$ cat src/rtl/wb_seq_ctrl.sv
// wb_seq_ctrl: write-back stage controller for the 16-bit Thumb-subset core.
// Decodes the WB instruction into a register-file write (address + enable) and
// sequences multi-register loads (POP / LDMIA) one register per cycle, raising
// o_busy to hold the upstream pipeline while the sequence is in flight.
// Optional feature macro: WB_BASE_UPD_EN -- adds a trailing base-register
// (SP for POP, Rn for LDMIA) write-back cycle flagged by o_base_upd.
module wb_seq_ctrl #(
    parameter int NREGS  = 16,
    parameter int ADDR_W = $clog2(NREGS),
    parameter int LIST_W = 8,
    parameter int SP_IDX = 13,
    parameter int PC_IDX = 15
) (
    input  logic              clk,
    input  logic              rst,
    input  logic [15:0]       i_ir_wb,
    input  logic              i_valid,
    input  logic              i_stall,
    output logic              o_we,
    output logic [ADDR_W-1:0] o_waddr,
    output logic              o_busy,
    output logic [ADDR_W:0]   o_wcount,
    output logic              o_base_upd
);

`ifdef WB_BASE_UPD_EN
    localparam bit BASE_EN = 1'b1;
`else
    localparam bit BASE_EN = 1'b0;
`endif

    typedef enum logic [1:0] {
        IDLE = 2'd0,
        SEQ  = 2'd1,
        BASE = 2'd2
    } state_t;

    state_t              state_q;
    logic [NREGS-1:0]    mask_q;
    logic                we_q;
    logic [ADDR_W-1:0]   waddr_q;
    logic                busy_q;
    logic [ADDR_W:0]     wcount_q;
    logic                baseUpd_q;
    logic                basePend_q;
    logic [ADDR_W-1:0]   baseAddr_q;

    logic                decWe;
    logic [ADDR_W-1:0]   decAddr;
    logic                decMulti;
    logic [NREGS-1:0]    decMask;
    logic                decBaseReq;
    logic [ADDR_W-1:0]   decBaseAddr;

    logic [NREGS-1:0]    srcMask;
    logic [ADDR_W-1:0]   lowIdx;
    logic [NREGS-1:0]    mask_d;

    // Index of the lowest set bit; ascending order puts the low list first and PC last.
    function automatic logic [ADDR_W-1:0] lowestSet(input logic [NREGS-1:0] m);
        logic [ADDR_W-1:0] idx;
        idx = '0;
        for (int i = NREGS - 1; i >= 0; i--) begin
            if (m[i]) idx = ADDR_W'(i);
        end
        return idx;
    endfunction

    // Instruction decode: single-write target, or the register mask of a multi-load.
    always_comb begin
        decWe       = 1'b0;
        decAddr     = '0;
        decMulti    = 1'b0;
        decMask     = '0;
        decBaseReq  = 1'b0;
        decBaseAddr = '0;
        if (i_ir_wb[15:13] == 3'b000) begin
            // ADD/SUB reg/imm3 and the shift-immediate group share rd=ir[2:0]
            decWe   = 1'b1;
            decAddr = ADDR_W'(i_ir_wb[2:0]);
        end else if (i_ir_wb[15:13] == 3'b001) begin
            decWe   = (i_ir_wb[12:11] != 2'b01);
            decAddr = ADDR_W'(i_ir_wb[10:8]);
        end else if (i_ir_wb[15:8] == 8'b01000110) begin
            decWe   = 1'b1;
            decAddr = ADDR_W'({i_ir_wb[7], i_ir_wb[2:0]});
        end else if (i_ir_wb[15:11] == 5'b01101) begin
            decWe   = 1'b1;
            decAddr = ADDR_W'(i_ir_wb[2:0]);
        end else if (i_ir_wb[15:8] == 8'b10110000) begin
            decWe   = 1'b1;
            decAddr = ADDR_W'(SP_IDX);
        end else if (i_ir_wb[15:9] == 7'b1011110) begin
            decMulti                 = 1'b1;
            decMask[LIST_W-1:0]      = i_ir_wb[LIST_W-1:0];
            decMask[PC_IDX]          = i_ir_wb[8];
            decBaseAddr              = ADDR_W'(SP_IDX);
            decBaseReq               = BASE_EN && (decMask != '0);
        end else if (i_ir_wb[15:11] == 5'b11001) begin
            decMulti                 = 1'b1;
            decMask[LIST_W-1:0]      = i_ir_wb[LIST_W-1:0];
            decBaseAddr              = ADDR_W'(i_ir_wb[10:8]);
            // Rn in the list means the loaded value wins; no write-back then
            decBaseReq               = BASE_EN && (decMask != '0) && !i_ir_wb[i_ir_wb[10:8]];
        end
    end

    // Pick the next register to write and the mask left after writing it.
    always_comb begin
        srcMask         = (state_q == IDLE) ? decMask : mask_q;
        lowIdx          = lowestSet(srcMask);
        mask_d          = srcMask;
        mask_d[lowIdx]  = 1'b0;
    end

    // Sequencer FSM with registered outputs; a stall freezes everything but drops o_we.
    always_ff @(posedge clk) begin
        if (rst) begin
            state_q    <= IDLE;
            mask_q     <= '0;
            we_q       <= 1'b0;
            waddr_q    <= '0;
            busy_q     <= 1'b0;
            wcount_q   <= '0;
            baseUpd_q  <= 1'b0;
            basePend_q <= 1'b0;
            baseAddr_q <= '0;
        end else begin
            we_q      <= 1'b0;
            baseUpd_q <= 1'b0;
            if (!i_stall) begin
                case (state_q)
                    IDLE: begin
                        if (i_valid) begin
                            if (decWe) begin
                                we_q    <= 1'b1;
                                waddr_q <= decAddr;
                            end else if (decMulti) begin
                                if (decMask != '0) begin
                                    we_q       <= 1'b1;
                                    waddr_q    <= lowIdx;
                                    mask_q     <= mask_d;
                                    wcount_q   <= (ADDR_W + 1)'(1);
                                    basePend_q <= decBaseReq;
                                    baseAddr_q <= decBaseAddr;
                                    if (mask_d != '0) begin
                                        state_q <= SEQ;
                                        busy_q  <= 1'b1;
                                    end else if (decBaseReq) begin
                                        state_q <= BASE;
                                        busy_q  <= 1'b1;
                                    end
                                end else begin
                                    wcount_q <= '0;
                                end
                            end
                        end
                    end
                    SEQ: begin
                        we_q     <= 1'b1;
                        waddr_q  <= lowIdx;
                        mask_q   <= mask_d;
                        wcount_q <= wcount_q + (ADDR_W + 1)'(1);
                        if (mask_d == '0) begin
                            if (basePend_q) begin
                                state_q <= BASE;
                            end else begin
                                state_q <= IDLE;
                                busy_q  <= 1'b0;
                            end
                        end
                    end
                    BASE: begin
                        // o_wcount counts list registers only, so it is left alone here
                        we_q       <= 1'b1;
                        waddr_q    <= baseAddr_q;
                        baseUpd_q  <= 1'b1;
                        busy_q     <= 1'b0;
                        basePend_q <= 1'b0;
                        state_q    <= IDLE;
                    end
                    default: begin
                        state_q <= IDLE;
                        busy_q  <= 1'b0;
                    end
                endcase
            end
        end
    end

    assign o_we       = we_q;
    assign o_waddr    = waddr_q;
    assign o_busy     = busy_q;
    assign o_wcount   = wcount_q;
    assign o_base_upd = BASE_EN ? baseUpd_q : 1'b0;

endmodule

$ cat config.mk
export PLATFORM = sky130hd
export DESIGN_NAME = wb_seq_ctrl
export DESIGN_NICKNAME = d
export VERILOG_FILES = /design/src/rtl/wb_seq_ctrl.sv
export SDC_FILE = /design/constraint.sdc
export NUM_CORES = 1
export LEC_CHECK = 0
export CAP_MARGIN = 0
export CORE_MARGIN = 3
export CORE_UTILIZATION = 54
export DETAILED_ROUTE_END_ITERATION = 10
export PLACE_DENSITY = 0.8
export SLEW_MARGIN = 25
export SYNTH_ARGS = -nofsm -noshare
export SYNTH_HDL_FRONTEND = slang
export SYNTH_SLANG_ARGS = --single-unit
export TNS_END_PERCENT = 50
$ cat constraint.sdc
create_clock -name clk -period 3.18 [get_ports clk]
set_input_delay 0.477 -clock clk [delete_from_list [all_inputs] [get_ports clk]]
set_output_delay 0.477 -clock clk [all_outputs]
set_load 0.02 [all_outputs]
==> flow_metrics.py <==
metrics = {
    "worst_setup_path": {
        "worst-r2r-setup-slack_ns": 0.60,
        "critPathRequiredTime_ns": 3.34,
        "start_point_of_the_critical_path": "i_ir_wb[14]",
        "worst_path_max_fanout": 6,
        "slowest_delay_ns": 0.51,
        "cpMaxStageDelayCell": "clkdlybuf4s50_1",
        "crit_path_launch_type": "primary input",
        "worstReg2RegStart": "mask_q[7]",
        "cp_cell_sequence": "clkdlybuf4s50_1, nor3b_2, a32o_1, o2111ai_1, a211oi_2, nand3_1, o211a_1, a2111oi_2, a31oi_1",
        "critical_path_arrival_ns": 3.11,
        "critical_path_buf_inv_count": 1,
        "critical-path-top-delay-family": "compound AO/OA/AOI/OAI gates",
        "timing.critical_path.to_type": "flop",
        "ff2ff_path_depth": 8,
        "worst_setup_path_type": "primary input to flop",
        "crit-reg2reg-capture": "o_busy",
    },
    "clock_network": {
        "cts-buffers-inserted": 3,
        "cts_sinks": 27,
        "tritoncts": "yes",
        "postCtsResizedCells": 0,
        "cts-root-to-sink-buffers": 2,
        "clock_latency_late_sink_ns": 0.27,
        "htreeDepth": 1,
        "post_cts_buffers": 0,
        "clk_pin_slew_ns": 0.09,
        "clk_root_buffer_cell": "clkbuf_8",
        "cts_hold_repair.buffers": 0,
    },
    "grt": {
        "wire_length_of_the_first_global_routing_pass_um": 9580,
        "globalRouteTotalUtil_pct": 27.4,
        "antenna_found_initial": 0,
        "via_count_of_the_first_global_routing_pass": 2015,
        "gr-total-overflow": 0,
        "grt_max_degree": 45,
    },
    "sta": {
        "grt_setup_unrepaired": "no",
        "report.final.hold_viol_count": 0,
        "report.final.setup_viol": 0,
        "finalCriticalPeriod_ns": 2.96,
        "final-max-slew-violation-count": 0,
        "maxClockFrequency_mhz": 338,
        "final_worst_path_cycle_share_pct": 92.9,
        "clock_skew_ns": 0.00309,
        "tightest_slew_ns": 0.835,
        "maxSlewHeadroom_pct": 44.1,
    },
    "pwr": {
        "worst_ir_drop_vdd_uv": 249,
        "power.share.sequential_pct": 53.3,
        "total_switching_power_uw": 157,
        "power_per_cell_area_mw_per_mm2": 251,
        "power_frac_clock_pct": 29.9,
        "power.switching_fraction_pct": 24.5,
        "internal_pwr_total_uw": 484,
        "pwr-share-comb_pct": 16.8,
        "total_power_uw": 641,
        "total_leakage_power_nw": 0.913,
    },
    "finish": {
        "layout.cells.most_common_list": "nor2_1, clkdlybuf4s50_1, dfxtp_1",
        "fin_nets": 331,
        "register_area_um2": 541,
        "layoutNonFillerInstCount": 355,
        "final_layout_size_suffix_gt1_share_pct": 15.5,
        "mostFrequentLayoutCell": "nor2_1",
        "fillers": 286,
        "synthToLayoutAreaGrowth_pct": 27.6,
        "antenna-diode-count": 0,
        "stdcell_area_mm2": 0.00255,
        "multiInputGateArea_mm2": 0.00139,
    },
    "drt": {
        "drt_iter0_markers": 175,
        "routed_via_density": 6.17,
        "route.detailed.drc": 0,
        "wl_um": 5830,
        "drt_pass1_iterations": 5,
        "wire_per_inst_um": 16.4,
        "ant_nets": 0,
        "route.vias.total": 2190,
    },
    "placement": {
        "io_buffer_count": 30,
        "dpl-instance-area_mm2": 0.00251,
        "gp_routability_congestion": 0.956,
        "dp.final_hpwl_um": 4440,
        "placed_cells": 351,
    },
    "yosys": {
        "synth_area_leaders": "dfxtp_1, nor2_1, a21oi_1",
        "ys_ff_latch": 27,
        "yosysSeqAreaShare_pct": 27.0,
        "yosysTopAreaCell": "dfxtp_1",
        "mappedNetlistNets": 282,
        "asyncSetResetFlopFracSynth_pct": 0,
        "synthCells": 261,
        "synthesis.yosys.warnings": 0,
        "netlist-cell-type-count": 65,
        "share_of_the_synthesized_area_in_the_top_cell_type_pct": 27.0,
        "synth_flop_type": "dfxtp_1",
        "postSynthAreaPerCell_um2": 7.67,
        "post_synth_edffs": 0,
        "synthesis.area_mm2": 0.00200,
    },
    "die": {
        "die-area_mm2": 0.00447,
        "floorplan.initialDensity_pct": 58.2,
        "die_width_um": 66.9,
        "die_h_um": 66.9,
        "core_area_mm2": 0.00344,
        "rows": 21,
        "design.portCount": 32,
    },
    "job": {
        "cap_viol_max_count": 0,
    },
    "hold_path": {
        "worstHoldStart": "o_waddr[3]",
        "hold_end": "o_waddr[3]",
        "timing.hold.worst_path_depth": 2,
        "hp-class": "flop to flop",
    },
    "outcome": {
        "status": "finished, final reports clean",
    },
}
## worst max-delay path by stage
stage / slack (ns) / cells past startpoint / endpoint
finish: 0.22 / 9 / o_busy
global route: 0.05 / 9 / o_busy
CTS: 0.27 / 9 / o_busy
detailed placement: -0.04 / 9 / o_busy
global placement: 0.04 / 9 / o_busy
floorplan: 0.52 / 8 / o_busy
## logic make-up (layout without fill, tap and decap cells)
kind of cell	after synthesis	after routing	synth area share (%)
simple gates	113	113	29.6
compound gates	90	90	34.3
flops	27	27	27.0
buf+inv	20	68	4.06
mux	6	6	3.00
xor+xnor	3	3	1.31
fa+ha+maj	1	1	0.625
other cells	1	1	0.187
## synthesized netlist by cell type (2+ instances only)
library cell	n
a21o_1	2
and2_1	5
nand2b_1	8
o31ai_1	5
or4_1	5
dfxtp_1	27
o31a_2	3
o311ai_0	2
a22oi_1	2
inv_1	8
mux2i_1	6
nand3_1	5
xor2_1	3
a311oi_1	2
nor3b_1	3
o21ai_0	14
a22o_1	2
nor2_1	40
o2111ai_1	2
o2bb2ai_1	2
nor2b_1	3
a21oi_1	18
nor4_1	4
o211a_1	2
nand4_1	2
nor3_1	6
a211oi_1	5
nand2_1	21
clkbuf_1	9
o21a_1	5
a31oi_1	6
## power groups by stage
stage,Combinational (mW),Sequential [mW],Clock [mW]
2_1_floorplan,0.0434,0.353,0
3_3_place_gp,0.105,0.350,0
3_5_place_dp,0.106,0.350,0
4_1_cts,0.107,0.342,0.198
5_1_grt,0.117,0.342,0.208
6_report,0.108,0.342,0.192
## routing by layer
layer  wire length, um  track usage [%]  vias up
li1                  -                -     1078
met1              2630             36.9      996
met2              2650             43.9      106
met3               416             4.55       10
met4               126             9.11        0
met5                 0                0        -
## metrics by stage
stage,hold WS [ns],setup WS [ns],setup TNS (ns),utilization [%]
floorplan,0.456,0.519,0,-
global placement,0.483,0.0393,0,72.9
detailed placement,0.489,-0.0369,-0.0369,72.9
CTS,0.501,0.268,0,74.2
global route,0.523,0.0541,0,74.2
finish,0.501,0.225,0,74.2
## registers in the layout (all words and copies together) (netlist names)
| signal | flops |
|---|---|
| o_busy | 1 |
| mask_q | 16 |
| o_we | 1 |
| o_waddr | 4 |
| o_wcount | 5 |
## cell type report
cell class / instances / area share (%)
Sequential cell: 27 / 21.2
Inverter: 8 / 1.18
Multi-Input combinational cell: 214 / 54.3
Tap cell: 46 / 2.25
Timing Repair Buffer: 56 / 19.4
Clock buffer: 4 / 1.76
## tightest hold or removal path, stage by stage, from the launching register on
cell and delay (ns):
dfxtp_1 0.32, nor2_1 0.10, nor3_1 0.05
No activity file was read; power rests on OpenSTA's default activity.
